### config.mk
export PLATFORM = sky130hd
export DESIGN_NAME = uart_tx_io
export DESIGN_NICKNAME = d
export VERILOG_FILES = /design/src/rtl/uart_tx_io.sv
export SDC_FILE = /design/constraint.sdc
export NUM_CORES = 1
export LEC_CHECK = 0
export CORE_MARGIN = 3
export CORE_UTILIZATION = 26
export CTS_CLUSTER_DIAMETER = 50
export DETAILED_ROUTE_END_ITERATION = 12
export RECOVER_POWER = 100
export SLEW_MARGIN = 20
export SYNTH_ARGS = -nofsm -noshare
export SYNTH_HDL_FRONTEND = slang
export SYNTH_SLANG_ARGS = --single-unit
export TNS_END_PERCENT = 30
### constraint.sdc
create_clock -name clk -period 3.36 [get_ports clk]
set_input_delay 0.336 -clock clk [delete_from_list [all_inputs] [get_ports clk]]
set_output_delay 0.336 -clock clk [all_outputs]
set_load 0.005 [all_outputs]
### src/rtl/uart_tx_io.sv
// uart_tx_io: memory-mapped 8N1 UART transmitter with a small TX FIFO.
// TXDATA (BASE+0) pushes a byte on the first cycle of a store; STATUS (BASE+4)
// reports FIFO/FSM state and clears the sticky overflow flag when written.
// Bus side: a store is a level strobe with no ready; the peripheral never
// stalls the CPU, so a push into a full FIFO (without a same-cycle pop) is
// dropped and flagged. Reads have one cycle of latency through mem_rdata.
module uart_tx_io #(
  parameter int unsigned CLK_DIV    = 434,
  parameter int unsigned FIFO_DEPTH = 8,
  parameter logic [31:0] BASE_ADDR  = 32'hffff_ff20
) (
  input  logic        clk,
  input  logic        sys_rst,
  input  logic [31:0] mem_addr,
  input  logic [31:0] mem_wdata,
  input  logic        mem_we,
  output logic [31:0] mem_rdata,
  output logic        uart_tx,
  output logic        tx_busy
);

  localparam int AW = $clog2(FIFO_DEPTH);

  typedef enum logic [1:0] {IDLE, START, DATA, STOP} state_t;

  state_t        state, state_next;
  logic [7:0]    fifo_mem [FIFO_DEPTH];
  logic [AW-1:0] rd_ptr, wr_ptr;
  logic [AW:0]   count;
  logic          we_hit_d;
  logic          overflow;
  logic [15:0]   baud_cnt;
  logic [2:0]    bit_idx;
  logic [7:0]    shreg;
  logic [3:0]    cnt4;
  logic [31:0]   status;

  logic in_win, we_hit, push_req, push_ok, pop, ovf_clr, baud_tick, fifo_full;
  logic unused_bits;

  assign in_win    = (mem_addr[31:3] == BASE_ADDR[31:3]);
  assign we_hit    = mem_we & in_win & ~mem_addr[2];
  assign push_req  = we_hit & ~we_hit_d;
  assign pop       = (state == IDLE) && (count != '0);
  assign fifo_full = (count == (AW+1)'(FIFO_DEPTH));
  // A same-cycle pop frees the slot the push lands in, so a full FIFO still accepts.
  assign push_ok   = push_req && (!fifo_full || pop);
  assign ovf_clr   = mem_we & in_win & mem_addr[2] & mem_wdata[3];
  assign baud_tick = (baud_cnt == 16'(CLK_DIV - 1));
  assign tx_busy   = (state != IDLE) || (count != '0);
  assign unused_bits = ^{mem_wdata[31:8], mem_addr[1:0]};

  // STATUS word assembled from live FIFO and FSM state.
  always_comb begin
    cnt4   = 4'(count);
    status = {20'd0, cnt4, 4'd0, overflow, (state != IDLE), fifo_full, (count == '0)};
  end

  // Next-state logic: IDLE waits for data, each serial phase ends on a baud terminal count.
  always_comb begin
    state_next = state;
    case (state)
      IDLE:    if (count != '0) state_next = START;
      START:   if (baud_tick) state_next = DATA;
      DATA:    if (baud_tick && bit_idx == 3'd7) state_next = STOP;
      STOP:    if (baud_tick) state_next = IDLE;
      default: state_next = IDLE;
    endcase
  end

  // FSM state register.
  always_ff @(posedge clk) begin
    if (sys_rst) state <= IDLE;
    else         state <= state_next;
  end

  // Baud counter, shift register and registered serial output.
  always_ff @(posedge clk) begin
    if (sys_rst) begin
      baud_cnt <= '0;
      bit_idx  <= '0;
      shreg    <= '0;
      uart_tx  <= 1'b1;
    end else begin
      if (state == IDLE || state_next != state || baud_tick) baud_cnt <= '0;
      else                                                   baud_cnt <= baud_cnt + 16'd1;
      if (pop) begin
        shreg <= fifo_mem[rd_ptr];
      end else if (state == DATA && baud_tick) begin
        shreg <= {1'b0, shreg[7:1]};
      end
      if (state != DATA)  bit_idx <= '0;
      else if (baud_tick) bit_idx <= bit_idx + 3'd1;
      case (state)
        START:   uart_tx <= 1'b0;
        DATA:    uart_tx <= shreg[0];
        default: uart_tx <= 1'b1;
      endcase
    end
  end

  // FIFO storage; contents need no reset because the pointers define validity.
  always_ff @(posedge clk) begin
    if (push_ok) fifo_mem[wr_ptr] <= mem_wdata[7:0];
  end

  // FIFO pointers and occupancy; pointers wrap naturally at the power-of-two depth.
  always_ff @(posedge clk) begin
    if (sys_rst) begin
      rd_ptr <= '0;
      wr_ptr <= '0;
      count  <= '0;
    end else begin
      if (push_ok) wr_ptr <= wr_ptr + AW'(1);
      if (pop)     rd_ptr <= rd_ptr + AW'(1);
      case ({push_ok, pop})
        2'b10:   count <= count + (AW+1)'(1);
        2'b01:   count <= count - (AW+1)'(1);
        default: count <= count;
      endcase
    end
  end

  // Store edge detect, sticky overflow and the registered read port.
  always_ff @(posedge clk) begin
    if (sys_rst) begin
      we_hit_d  <= 1'b0;
      overflow  <= 1'b0;
      mem_rdata <= '0;
    end else begin
      we_hit_d <= we_hit;
      if (push_req && !push_ok) overflow <= 1'b1;
      else if (ovf_clr)         overflow <= 1'b0;
      if (!mem_we && in_win) mem_rdata <= mem_addr[2] ? status : 32'd0;
    end
  end

endmodule

Word level (Yosys, flattened, before mapping)
Memories as Yosys holds them, arrays and structs flattened. A register that Yosys moved wholly into a read port is not among the register bits.
Index checks and enable logic that the tools add are counted.
W data, S select, Z words.
Word-level totals
  latch bits: 0
  register bits: 74
  RAM bits: 64
  memory bits (read-only): 0
  memories: 1
  input bits: 67
  output and inout bits: 34
Cells by class
  divide/modulo/power cells: 0
  shift operators: 0
  multiply operators: 0
  bitwise operators: 7
  reduce and logical (&&, ||, !) cells: 22
  mux-type cells: 16
  order comparisons: 0
  equal/unequal tests: 11
  $add $sub $neg: 6
Memory list
  fifo_mem: words 8, bits a word 8, read ports 1, clocked after memory_dff 1, wr ports 1, RTL line 27  | logic [7:0] fifo_mem [FIFO_DEPTH];
Operators with widths (count)
  $eq A29 B29 Y1 const B: 1
  $add A16 B1 Y16 const B: 1
  $eq A16 B9 Y1 const B: 1
  $mux W8: 2
  $mux W12: 1
  $add A3 B1 Y3 const B: 3
  $mux W2: 4
  $pmux W2 S4: 1
  $pmux W4 S2: 1
  $reduce_bool A2 Y1: 4
  $eq A2 B2 Y1 const B: 3
  $logic_and A1 B1 Y1: 6
  $mux W3: 2
  $and A1 B1 Y1: 5
  $add A4 B1 Y4 const B: 1
  $eq A2 B1 Y1 const B: 2
  $eq A4 B4 Y1 const B: 1
  $logic_not A4 Y1: 1
  $logic_or A1 B1 Y1: 4
  $mux W1: 4
  $reduce_bool A4 Y1: 1
  $reduce_or A2 Y1: 2
  $sub A4 B1 Y4 const B: 1
  $eq A3 B3 Y1 const B: 1
  other kinds (6): 9

Longest topological paths before layout
Gate-level depths: netlist (run 1).
  depth in word-level cells: 8
  gate-level depth with buffers: 12

Worst setup path before layout (run 1)
No wires, ideal clock.
  path type: input-to-reg
  from: input port mem_addr[4]
  to: register count[3] (netlist: cnt4[3])
  stages on the path: 10
  buffers on the path: 1
  setup slack: 0.205 ns
  arrival: 3.034 ns
  data required time: 3.239 ns
  path through: or4b_1 -> nor4_1 -> nand4_1 -> clkbuf_1 -> ha_1 -> ha_1 -> a21o_1 -> a21oi_1 -> mux2i_1 -> mux2_2
Between the ends
  longest elaborated chain between the ends: 7
  elaborated cells on any way between the ends: 9
RTL lines
  start, declared: RTL line 14  | input logic [31:0] mem_addr,
  $eq A29 B29 Y1 *: RTL line 41  | assign in_win = (mem_addr[31:3] == BASE_ADDR[31:3]);
  $and A1 B1 Y1 * (2 in series): RTL line 42  | assign we_hit = mem_we & in_win & ~mem_addr[2];
  $and A1 B1 Y1 *: RTL line 43  | assign push_req = we_hit & ~we_hit_d;
  $logic_and A1 B1 Y1 *: RTL line 47  | assign push_ok = push_req && (!fifo_full || pop);
  $eq A2 B1 Y1 / $eq A2 B2 Y1 (equally long branches): RTL line 116  | case ({push_ok, pop})
  $pmux W4 S2 / $reduce_bool A2 Y1 (equally long branches)
  end signal, assigned: RTL line 117  | 2'b10: count <= count + (AW+1)'(1);
  end signal, assigned: RTL line 118  | 2'b01: count <= count - (AW+1)'(1);
  end signal, assigned: RTL line 119  | default: count <= count;
  end, declared: RTL line 29  | logic [AW:0] count;
Every way passes the cells marked *; elsewhere a longest branch is shown, timed or not.
A chain may end at the register's enable or synchronous reset.

Final worst setup path (run 1)
Ends and elaborated chain as after synthesis.

==> out/metrics.yaml, run 1 <==
drive_gt1_share_pct: 10.08
syn_area_mm2: 0.005099
fp-row-count: 50
firstDrtPassIters: 4
cp-end-kind: "flip-flop"
avgSynthCellArea_um2: 12.35
port_buffers: 50
track_usage_pct: 10.30
fin_hold_ws_ns: 0.4686
drc: 0
placed_area_mm2: 0.005861
finalWorstSetupSlack_ns: 0.3208
cpPeakStageDelay_ns: 0.54
p_total_mw: 3.340
num_vias: 3401
crit_path_start_kind: "primary input"
hp-start: "mem_rdata[0]"
yosysWarningCount: 0
worstMarginPinSlew_ns: 0.8206
cpMostUsedCell: "ha_1"
io_pins: 101
cap_violations: 0
setup_tns_ns: 0
root_buffer: "clkbuf_16"
hold_end: "mem_rdata[0]"
ys.flop_type: "edfxtp_1"
hold_path_depth: 1
cts.htree.levels: 4
grt_pass1_vias: 3484
r2r_setup_slack_ns: 0.44
cts_buffers: 17
vdd_drop_max_mv: 0.3769
grt_max_degree: 20
crit_type: "primary input to flip-flop"
synth.yosys.seq_area_share_pct: 58.50
rr_endpoint: "cnt4[3]"
seqPwrFrac_pct: 45.2
fin_cells: 746
cts_resized: 0
syn_to_final_growth_pct: 24.96
multiInputGateArea_mm2: 0.001879
switching_power_uw: 640.5
fill_cells: 1862
fin_crit_ns: 3.039
maxSlewViolCount: 0
async_reset_ff_share_pct: 0
die_y_um: 146.0
cts_hold_buffers: 0
place_ws_ns: -0.07877
coreArea_mm2: 0.01896
synth_cell_types: 45
setup_viol: 0
wl_per_cell_um: 14.37
final_util_pct: 33.61
cts_tree: "yes"
slew_headroom_pct: 45.22
cts_buffer_depth: 2
worstPathArrival_ns: 3.33
hold_path.class: "flip-flop to flip-flop"
path_cells: "clkdlybuf4s50_1 -> or4b_1 -> nor4_1 -> buf_4 -> nand4_1 -> ha_1 -> ha_1 -> a21o_1 -> a21oi_1 -> mux2i_1 -> mux2_2"
worst_r2r_startpoint: "cnt4[0]"
synth_edf_count: 64
routed_wl_mm: 10.72
drt-vias-per-instance: 4.559
internal_power_mw: 2.700
ys_ff_latch: 117
finalCritPeriodShare_pct: 90.45
status: "finished, final reports clean"
crit_family: "simple AND/OR/NAND/NOR gates"
p_comb_share_pct: 2.5
post_cts_buffers: 0
cp_num_buf_inv: 2
n_antenna_cell: 0
powerDensity_mw_per_mm2: 524.2
cp_max_fo: 3
grt_pass1_wl_mm: 17.56
max_freq_ghz: 0.3290
leakage_nw: 2.080
clkPwrFrac_pct: 52.3
routabilityCongestion: 0.7692
antenna_found_initial: 0
drtAntennaViolNets: 0
clock_latency_ns: 0.41
hold_violations: 0
r2r_cells: 9
grt_overflow: 0
final_nets: 551
skew_ns: 0.006260
regArea_mm2: 0.002983
dpl.cell_count: 715
path_clk_slew_ns: 0.05
synthCells: 413
initialDrtViolationCount: 153
die_x_um: 146.0
fin_area_mm2: 0.006371
dp_hpwl_mm: 7.245
grt_setup_unrepaired: "no"
cts_sinks: 117
dieArea_mm2: 0.02133
swShare_pct: 19.18
cp.required_ns: 3.65
start_util_pct: 26.90
crit_slowest_cell: "or4b_1"
==> area by class of cell <==
class | count | share of cell area (%)
flip-flops and latches | 117 | 46.82
multi-input cells | 262 | 29.50
repair buffers | 66 | 9.034
clock buffers | 19 | 6.795
well taps | 260 | 5.106
clock inverters | 12 | 2.160
inverters | 10 | 0.5892
==> logic make-up after synthesis <==
family	count (synthesis)	synth area share [%]
simple gates	129	13.91
flops	117	58.50
compound gates	60	7.558
buf+inv	57	6.037
mux	24	8.736
xor+xnor	15	2.577
fa+ha+maj	10	2.601
other cells	1	0.07355
==> how the worst max path moves through the flow <==
stage | cells after the start | to | slack (ns) | startpoint
after CTS | 11 | cnt4[3] | 0.33 | mem_addr[4]
after detailed placement | 11 | cnt4[3] | -0.08 | mem_addr[4]
after global placement | 11 | cnt4[3] | 0.005 | mem_addr[4]
after global routing | 11 | cnt4[3] | 0.25 | mem_addr[4]
final | 11 | cnt4[3] | 0.32 | mem_addr[4]
after floorplan | 10 | cnt4[3] | 0.21 | mem_addr[4]
==> worst reg2reg max path: stages, from the launching register on <==
cell	delay, ns
dfxtp_1	0.38
or4_1	0.62
nand2_1	0.14
inv_1	0.19
ha_1	0.26
ha_1	0.27
a21o_1	0.17
a21oi_1	0.18
mux2i_1	0.25
mux2_2	0.35
==> per-layer routing <==
metal / wire length (µm) / share of wire [%] / up-vias / track usage [%]
li1: - / - / 1640 / -
met3: 394 / 3.7 / 18 / 2.700
met2: 5314 / 50 / 71 / 17.49
met4: 172 / 1.6 / 0 / 3.951
met5: 0 / 0 / - / 0
met1: 4838 / 45 / 1672 / 12.57
==> flip-flops by register name, summed over array words and instances, names as in the netlist, 2 cells and up, named ones only <==
signal	count
baud_cnt	16
bit_idx	3
cnt4	4
fifo_mem	64
mem_rdata	8
rd_ptr	3
shreg	8
state	2
wr_ptr	3
==> Yosys cell counts, types with 4 or more instances <==
cell / instances / area share, %
xnor2_1: 5 / 0.86
nand4_1: 11 / 1.3
buf_4: 24 / 3.5
ha_1: 9 / 2.2
mux4_2: 16 / 7.1
or3_1: 6 / 0.74
nor2_1: 28 / 2.1
inv_1: 9 / 0.66
a21oi_1: 17 / 1.7
nor4_1: 17 / 2.1
nand3_1: 9 / 0.88
or4_1: 7 / 1.0
a31o_1: 8 / 1.4
a31oi_1: 8 / 0.98
edfxtp_1: 64 / 38
dfxtp_1: 53 / 21
o21ai_0: 13 / 1.3
nor2b_1: 4 / 0.49
mux2i_1: 4 / 0.79
clkbuf_1: 17 / 1.3
nor3_1: 6 / 0.59
o221ai_1: 7 / 1.2
xor2_1: 10 / 1.7
nand2_1: 24 / 1.8
==> cell usage in the layout, fill, tap and decap left out, types with 5 or more instances in the layout <==
cell type,n
a21oi_1,17
a31o_1,8
a31oi_1,8
clkbuf_1,14
clkbuf_16,17
clkdlybuf4s50_1,31
conb_1,24
dfxtp_1,53
dlygate4sd3_1,19
edfxtp_1,64
ha_1,9
inv_1,9
mux4_2,16
nand2_1,24
nand3_1,9
nand4_1,11
nor2_1,28
nor3_1,6
nor4_1,17
o21ai_0,13
o221ai_1,7
or3_1,6
or4_1,7
xnor2_1,5
xor2_1,10
==> power groups by stage <==
stage / clock network (mW) / logic [mW] / registers [mW]
CTS: 1.78 / 0.0861 / 1.51
global route: 1.84 / 0.0920 / 1.51
floorplan: 0 / 0.0418 / 1.54
detailed placement: 0 / 0.0856 / 1.54
global placement: 0 / 0.0831 / 1.54
finish: 1.75 / 0.0845 / 1.51
Note: power is estimated with default switching activity, not from simulation.
==> run 2: changes to the inputs <==
CELL_PAD_IN_SITES_DETAIL_PLACEMENT = 1   (was not set)
CELL_PAD_IN_SITES_GLOBAL_PLACEMENT = 2   (was not set)
PLACE_DENSITY_LB_ADDON = 0.1   (was not set)
==> out/metrics.yaml, run 2 (synthesized netlist as in run 1, its figures left out) <==
status: "finished, final reports clean"
multiInputGateArea_mm2: 0.001892  # +0.67%
antenna_found_initial: 0  # unchanged
crit_slowest_cell: "clkbuf_1"
place_ws_ns: -0.1056  # -0.02678 ns
syn_to_final_growth_pct: 25.89
path_clk_slew_ns: 0.06  # about the same
firstDrtPassIters: 6  # +2
setup_viol: 0  # unchanged
maxSlewViolCount: 0  # unchanged
fp-row-count: 50  # unchanged
n_antenna_cell: 0  # unchanged
cp-end-kind: "flip-flop"
cts_buffers: 17  # unchanged
die_x_um: 146.0  # unchanged
cts_buffer_depth: 2  # unchanged
p_total_mw: 3.363  # +0.70%
num_vias: 3452  # +1.5%
grt_pass1_vias: 3612  # +3.7%
clkPwrFrac_pct: 52.7  # +0.4 points
hold_path.class: "flip-flop to flip-flop"
powerDensity_mw_per_mm2: 524.0  # about the same
slew_headroom_pct: 35.10  # -10 points
cp.required_ns: 3.40  # -0.25 ns
clock_latency_ns: 0.41  # about the same
final_common_cell: "edfxtp_1"
internal_power_mw: 2.645  # -2.0%
start_util_pct: 26.90  # unchanged
final_cell_mix: "edfxtp_1 (64), dfxtp_1 (53), clkdlybuf4s50_1 (31)"
initialDrtViolationCount: 180  # +18%
regMostFlops: "fifo_mem"
fin_hold_ws_ns: 0.4677  # -0.0008490 ns
drt-vias-per-instance: 4.603  # +0.96%
largest_reg_flops: 64  # unchanged
drive_gt1_share_pct: 12.04  # +2.0 points
finalWorstSetupSlack_ns: 0.3218  # +0.0009970 ns
vdd_drop_max_mv: 0.3653  # -3.1%
routabilityCongestion: 0.7072  # -8.1%
die_y_um: 146.0  # unchanged
path_cells: "clkdlybuf4s50_1 -> or4b_1 -> nor4_1 -> clkbuf_1 -> nand4_1 -> clkbuf_1 -> nor4b_2 -> clkbuf_1"
max_freq_ghz: 0.3291  # about the same
wl_per_cell_um: 16.98  # +18%
dpl.cell_count: 719  # +0.56%
drtAntennaViolNets: 0  # unchanged
switching_power_uw: 718.6  # +12%
track_usage_pct: 12.14  # +1.8 points
swShare_pct: 21.36  # +2.2 points
root_buffer: "clkbuf_16"
routed_wl_mm: 12.73  # +19%
port_buffers: 50  # unchanged
crit_path_start_kind: "primary input"
grt_overflow: 0  # unchanged
regArea_mm2: 0.002983  # unchanged
finalCritPeriodShare_pct: 90.42  # about the same
seqPwrFrac_pct: 44.8  # -0.4 points
io_pins: 101  # unchanged
worstPathArrival_ns: 3.08  # -0.25 ns
final_nets: 555  # +0.73%
cts_hold_buffers: 0  # unchanged
coreArea_mm2: 0.01896  # unchanged
cpMostUsedCell: "clkbuf_1"
worstMarginPinSlew_ns: 0.9734  # +0.1529 ns
skew_ns: 0.008512  # +0.002252 ns
post_cts_buffers: 0  # unchanged
fin_crit_ns: 3.038  # -0.0009970 ns
cap_violations: 0  # unchanged
fin_cells: 750  # +0.54%
top_regs: "fifo_mem (64), baud_cnt (16)"
grt_pass1_wl_mm: 20.25  # +15%
cts.htree.levels: 4  # unchanged
cp_max_fo: 10  # +7
leakage_nw: 2.094  # +0.67%
fin_area_mm2: 0.006419  # +0.75%
final_util_pct: 33.86  # +0.25 points
dp_hpwl_mm: 8.962  # +24%
cts_resized: 0  # unchanged
p_comb_share_pct: 2.5  # about the same
drc: 0  # unchanged
grt_setup_unrepaired: "no"
crit_type: "primary input to flip-flop"
setup_tns_ns: 0  # unchanged
hold_violations: 0  # unchanged
grt_max_degree: 22  # +10%
fill_cells: 2054  # +10%
dieArea_mm2: 0.02133  # unchanged
cts_tree: "yes"
cts_sinks: 117  # unchanged
cpPeakStageDelay_ns: 0.60  # +0.06 ns
placed_area_mm2: 0.005928  # +1.2%
## run 2: cell types whose count changed in the layout (fill, tap and decap cells not counted), sizes merged
cell,before,now
clkinvlp,1,3
buf,4,6
clkinv,9,6
bufinv,3,2
inv,9,13
## run 2: layer usage
| metal | vias to the layer above | track usage (%) | share of wire, % |
|---|---|---|---|
| li1 | 1651 | - | - |
| met1 | 1710 | 16.42 | 49 |
| met2 | 81 | 19.10 | 46 |
| met3 | 10 | 3.352 | 4.5 |
| met4 | 0 | 3.669 | 1.1 |
| met5 | - | 0 | 0 |
## run 2: critical path: cells and delay by family
kind / cells / cell delay (ns)
buffers and inverters: 4 / 1.47
AND/OR/NAND/NOR: 4 / 1.26
## run 2: final timing paths
| check | startpoint | slack (ns) | cells past startpoint | endpoint |
|---|---|---|---|---|
| setup / recovery | mem_addr[4] | 0.32 | 8 | fifo_mem[4][6] |
| hold / removal | mem_rdata[1] | 0.47 | 1 | mem_rdata[1] |
| setup reg to reg | cnt4[3] | 0.55 | 9 | cnt4[3] |
| hold reg to reg | mem_rdata[1] | 0.47 | 1 | mem_rdata[1] |
## run 2: power groups by stage
| stage | combinational, mW | sequential, mW | clock, mW |
|---|---|---|---|
| floorplan | 0.0418 | 1.54 | 0 |
| global placement | 0.0856 | 1.54 | 0 |
| detailed placement | 0.0874 | 1.54 | 0 |
| CTS | 0.0878 | 1.51 | 1.82 |
| global route | 0.0931 | 1.51 | 1.88 |
| finish | 0.0844 | 1.51 | 1.77 |
## run 2: final cells by class
cell class	instances	share of cell area (%)
inverter	10	0.5848
clock buffer	17	6.628
clock inverter	14	2.378
tap	260	5.068
timing repair buffer	70	9.396
sequential	117	46.47
multi-input combinational	262	29.47
